### config.mk
export PLATFORM = sky130hd
export DESIGN_NAME = pkt_out_stage
export DESIGN_NICKNAME = d
export VERILOG_FILES = /design/src/rtl/pkt_out_stage.sv
export SDC_FILE = /design/constraint.sdc
export NUM_CORES = 1
export LEC_CHECK = 0
export CAP_MARGIN = 20
export CELL_PAD_IN_SITES_DETAIL_PLACEMENT = 1
export CELL_PAD_IN_SITES_GLOBAL_PLACEMENT = 2
export CORE_ASPECT_RATIO = 0.75
export CORE_UTILIZATION = 36
export DETAILED_ROUTE_END_ITERATION = 10
export GPL_TIMING_DRIVEN = 1
export PLACE_DENSITY = 0.82
export SYNTH_ARGS = -nofsm -noshare
export SYNTH_HDL_FRONTEND = slang
export SYNTH_SLANG_ARGS = --single-unit
### constraint.sdc
create_clock -name clk -period 2.6 [get_ports clk]
set_clock_uncertainty 0.05 [all_clocks]
set_input_delay 0.39 -clock clk [delete_from_list [all_inputs] [get_ports clk]]
set_output_delay 0.39 -clock clk [all_outputs]
set_load 0.005 [all_outputs]
### src/rtl/pkt_out_stage.sv
// pkt_out_stage: 4-entry output FIFO with NetFPGA framing check, re-timed out_wr/out_rdy handshake.
// Define PKT_OUT_STAGE_STATS_EN to build the packet/word/error counters; otherwise they read 0.
module pkt_out_stage #(
  parameter int DATA_WIDTH = 64,
  parameter int CTRL_WIDTH = DATA_WIDTH / 8,
  parameter int CNT_WIDTH  = 16
) (
  input  logic                  clk,
  input  logic                  reset,
  input  logic [DATA_WIDTH-1:0] in_data,
  input  logic [CTRL_WIDTH-1:0] in_ctrl,
  input  logic                  in_wr,
  output logic                  in_rdy,
  output logic [DATA_WIDTH-1:0] out_data,
  output logic [CTRL_WIDTH-1:0] out_ctrl,
  output logic                  out_wr,
  input  logic                  out_rdy,
  input  logic                  stats_clr,
  output logic [CNT_WIDTH-1:0]  pkt_count,
  output logic [CNT_WIDTH-1:0]  word_count,
  output logic [7:0]            err_count,
  output logic [1:0]            frame_state
);

  typedef enum logic [1:0] {
    IDLE = 2'b00,
    HDR  = 2'b01,
    BODY = 2'b10,
    DROP = 2'b11
  } frame_t;

  // Assertion is immediate; release reaches the rest of the block two edges later.
  logic [1:0] rst_sync;
  logic       rst_n;

  always_ff @(posedge clk or negedge reset) begin
    if (!reset) rst_sync <= '0;
    else        rst_sync <= {rst_sync[0], 1'b1};
  end

  assign rst_n = rst_sync[1];

  logic [CTRL_WIDTH+DATA_WIDTH-1:0] mem [4];
  logic [1:0] wr_ptr, rd_ptr;
  logic [2:0] occ, occ_next;
  frame_t     state;
  logic       full, is_hdr, store, pop, eop, err;

  // A full FIFO rejects the write even if the head is popped in the same cycle.
  assign full     = (occ == 3'd4);
  assign is_hdr   = (in_ctrl != '0);
  assign pop      = (occ != 3'd0) && out_rdy;
  assign store    = in_wr && !full && (is_hdr || state == HDR || state == BODY);
  assign eop      = store && is_hdr && (state == BODY);
  assign err      = in_wr && (full || (state == IDLE && !is_hdr));
  assign occ_next = occ + {2'b00, store} - {2'b00, pop};

  assign frame_state = state;

  // Framing FSM: only words that reach the FIFO check (not full) move the state.
  always_ff @(posedge clk or negedge rst_n) begin
    if (!rst_n) begin
      state <= IDLE;
    end else if (in_wr && !full) begin
      case (state)
        IDLE:    state <= is_hdr ? HDR : DROP;
        HDR:     if (!is_hdr) state <= BODY;
        BODY:    if (is_hdr)  state <= IDLE;
        DROP:    if (is_hdr)  state <= HDR;
        default: state <= IDLE;
      endcase
    end
  end

  always_ff @(posedge clk or negedge rst_n) begin
    if (!rst_n) begin
      wr_ptr   <= '0;
      rd_ptr   <= '0;
      occ      <= '0;
      in_rdy   <= 1'b0;
      out_wr   <= 1'b0;
      out_data <= '0;
      out_ctrl <= '0;
    end else begin
      if (store) wr_ptr <= wr_ptr + 2'd1;
      if (pop) begin
        rd_ptr               <= rd_ptr + 2'd1;
        {out_ctrl, out_data} <= mem[rd_ptr];
      end
      out_wr <= pop;
      occ    <= occ_next;
      in_rdy <= (occ_next < 3'd3);
    end
  end

  // NOTE: storage is deliberately not reset; occupancy and pointers alone decide what is valid.
  always_ff @(posedge clk) begin
    if (store) mem[wr_ptr] <= {in_ctrl, in_data};
  end

`ifdef PKT_OUT_STAGE_STATS_EN
  logic [CNT_WIDTH-1:0] pkt_q, word_q;
  logic [7:0]           err_q;

  always_ff @(posedge clk or negedge rst_n) begin
    if (!rst_n) begin
      pkt_q  <= '0;
      word_q <= '0;
      err_q  <= '0;
    end else if (stats_clr) begin
      pkt_q  <= '0;
      word_q <= '0;
      err_q  <= '0;
    end else begin
      if (eop   && pkt_q  != '1) pkt_q  <= pkt_q  + CNT_WIDTH'(1);
      if (store && word_q != '1) word_q <= word_q + CNT_WIDTH'(1);
      if (err   && err_q  != '1) err_q  <= err_q  + 8'd1;
    end
  end

  assign pkt_count  = pkt_q;
  assign word_count = word_q;
  assign err_count  = err_q;
`else
  logic unused_stats;
  assign unused_stats = ^{stats_clr, eop, err};
  assign pkt_count    = '0;
  assign word_count   = '0;
  assign err_count    = '0;
`endif

endmodule
==> metrics <==
Cell Rows=62; worst slew pin tran=~1000 ps; final wirelength=~31000 microns; DP Worst Slack=-521 ps; EDFF count, synth=about 290; Pins Over Slew Limit=0; share of post-route cells with drive strength above 1=17.8%; First-pass DRT Iterations=4; critical path type=primary input to flop; cell count after placement=around 1.4k; Finish-stage setup viols=0; Max transition margin=33.5%; CP Buf/Inv Count=5; Port Buffers=151; min setup slack post-route=164 ps; Largest stage delay, worst path=440 ps; outcome=completed; largest net degree at the start of global routing=75; final core utilization=46.1%; fin crit share=between 90% and 100%; RSZ-0062 raised after global routing=no; H-tree levels=2; HP Class=primary input to flop; DRT antenna net count=0; Crit Path Max Fanout=3; DP Area=16400 sq um; critical path arrival=about 2800 ps; total global-route track usage=16.3%; initial antenna violation count=1; Final HPWL DP=18800 microns; Fin. Hold Viols=0; final instance count without filler cells=1517; Tmin final=2440 ps; Core Region=38400 sq um; most frequent cell after synthesis=edfxtp_1; startpoint types=primary input; Nets=1063; Synth warnings=0; critical-path cell list=clkdlybuf4s50_1 > nor4_2 > buf_4 > and2_1 > a21oi_2 > inv_1 > ha_1 > inv_1 > ha_1 > inv_1 > fa_2 > xnor2_2 > xnor2_1 > a21oi_1; Synth area leaders=edfxtp_1 (61%), dfrtp_1 (15%), mux4_2 (12%); Top delay family on crit path=buffers and inverters; total grt overflow=0; via/cell ratio=4.77; number of global-route vias before repair=around 8.1k; unique cell type count in the Yosys netlist=25; first-pass GRT wire length=48700 microns; Die Y-Extent=173 microns; initial detailed-routing violation count=306; synth cell count leaders=edfxtp_1 (288), nand2_1 (218), dfrtp_1 (85); Post-Syn Area=14100 sq um; Top-Level Pins=193; Reg clk slew, reported paths=60 ps; register area share after synthesis=76.5%; layout overhead on the synthesized area=25.6%; root buffer cell=clkbuf_16; routability cong.=0.677; top_reg_cell synth=edfxtp_1; DRC=0; most used cell, CP=inv_1; Vias=7236; top cell type's share of synthesized area=61.4%; Initial Util=36.7%; fraction of registers with async set/reset=22.8%; Peak VDD IR=around 0.54 mV; WP data required=2960 ps; Cell Pwr Density=1140 nW/um^2; Synth Register Bits=373; setup TNS=0 ps; Num CTS Buffers=38; CTS tree=built; die area=about 40000 sq um; CP max stage cell=clkdlybuf4s50_1; Final Power=20.1 mW; average size of a mapped cell=18.0 sq um; Longest Clk Path Bufs=3; Hold WS=252 ps; Clock Sinks=373; area leader, netlist=edfxtp_1; leakage power=between 6 and 7 nW; cell count after synthesis=782; DR WL/cell=20.6 microns; Max-cap violations=0; Skew-Pair Late Insertion Delay=approximately 540 ps; FMAX=0.411 GHz; die width=about 230 microns; post-route cell area=about 18000 sq um; CP endpoint kind=flop
registers in the layout, summed over array words and instances (netlist names):
register     count
mem            288
in_rdy           1
out_data        64
out_ctrl         8
frame_state      2
out_wr           1
rd_ptr           2
wr_ptr           2
occ              3
rst_sync         2
cell usage in the layout, fill, tap and decap left out, drive strengths merged, types with 2 or more instances in the layout:
master and instances:
conb 41, inv 8, clkinv 9, mux4 72, bufinv 4, ha 10
clkdlybuf4s50 150, nor2 2, and2 5, xnor2 5, buf 34, o31ai 3
dfrtp 85, a21oi 2, edfxtp 288, nand2 218, clkbuf 56, nor4 2
cell type report:
cell class | count | area [sq um]
Fill cell | 3691 | 20700
Antenna cell | 1 | 2.50
Clock inverter | 13 | 159
Tap cell | 512 | 641
Timing Repair Buffer | 186 | 1970
Multi-Input combinational cell | 367 | 2980
Sequential cell | 373 | 10800
Inverter | 9 | 35.0
Clock buffer | 56 | 1130
power breakdown:
group | leakage (nW) | internal (mW) | switching (mW)
sequential | 3.67 | 8.09 | 0.710
combinational | 2.24 | 3.02 | 2.67
clock | 0.625 | 3.41 | 2.20
final timing paths:
check	start	to	slack, ps	cells past startpoint
setup / recovery	in_ctrl[5]	in_rdy	160	14
hold / removal	in_ctrl[0]	mem[0][64]	250	1
setup reg to reg	frame_state[1]	in_rdy	190	13
hold reg to reg	rst_sync[0]	rst_sync[1]	310	0
max in group asynchronous	rst_sync[1]	rd_ptr[1]	1310	1
min in group asynchronous	rst_sync[1]	out_data[56]	360	0
per-layer routing:
layer | routed length, microns | track usage [%] | up-vias
met3 | 1620 | 3.40 | 45
met1 | 14200 | 22.8 | 3789
li1 | - | - | 3198
met4 | 649 | 4.75 | 2
met5 | 11 | 0 | -
met2 | 14700 | 25.7 | 202
cell families after synthesis:
family,count (synthesis),share of synthesized area (%)
multiplexers,74,11.7
AND/OR/NAND/NOR,230,6.33
adder cells (fa/ha/maj),11,1.03
XOR/XNOR,5,0.311
AO/OA/AOI/OAI,6,0.311
buffers and inverters,81,3.80
flip-flops,373,76.5
other,2,0.0533
what timing repair did:
item,CTS,global route
setup endpoints to repair,0,1
setup buffers,0,2
endpoints found under the hold margin,2,0
gates resized for setup,0,11
hold buffers,1,0
Note: power is estimated with default switching activity, not from simulation.
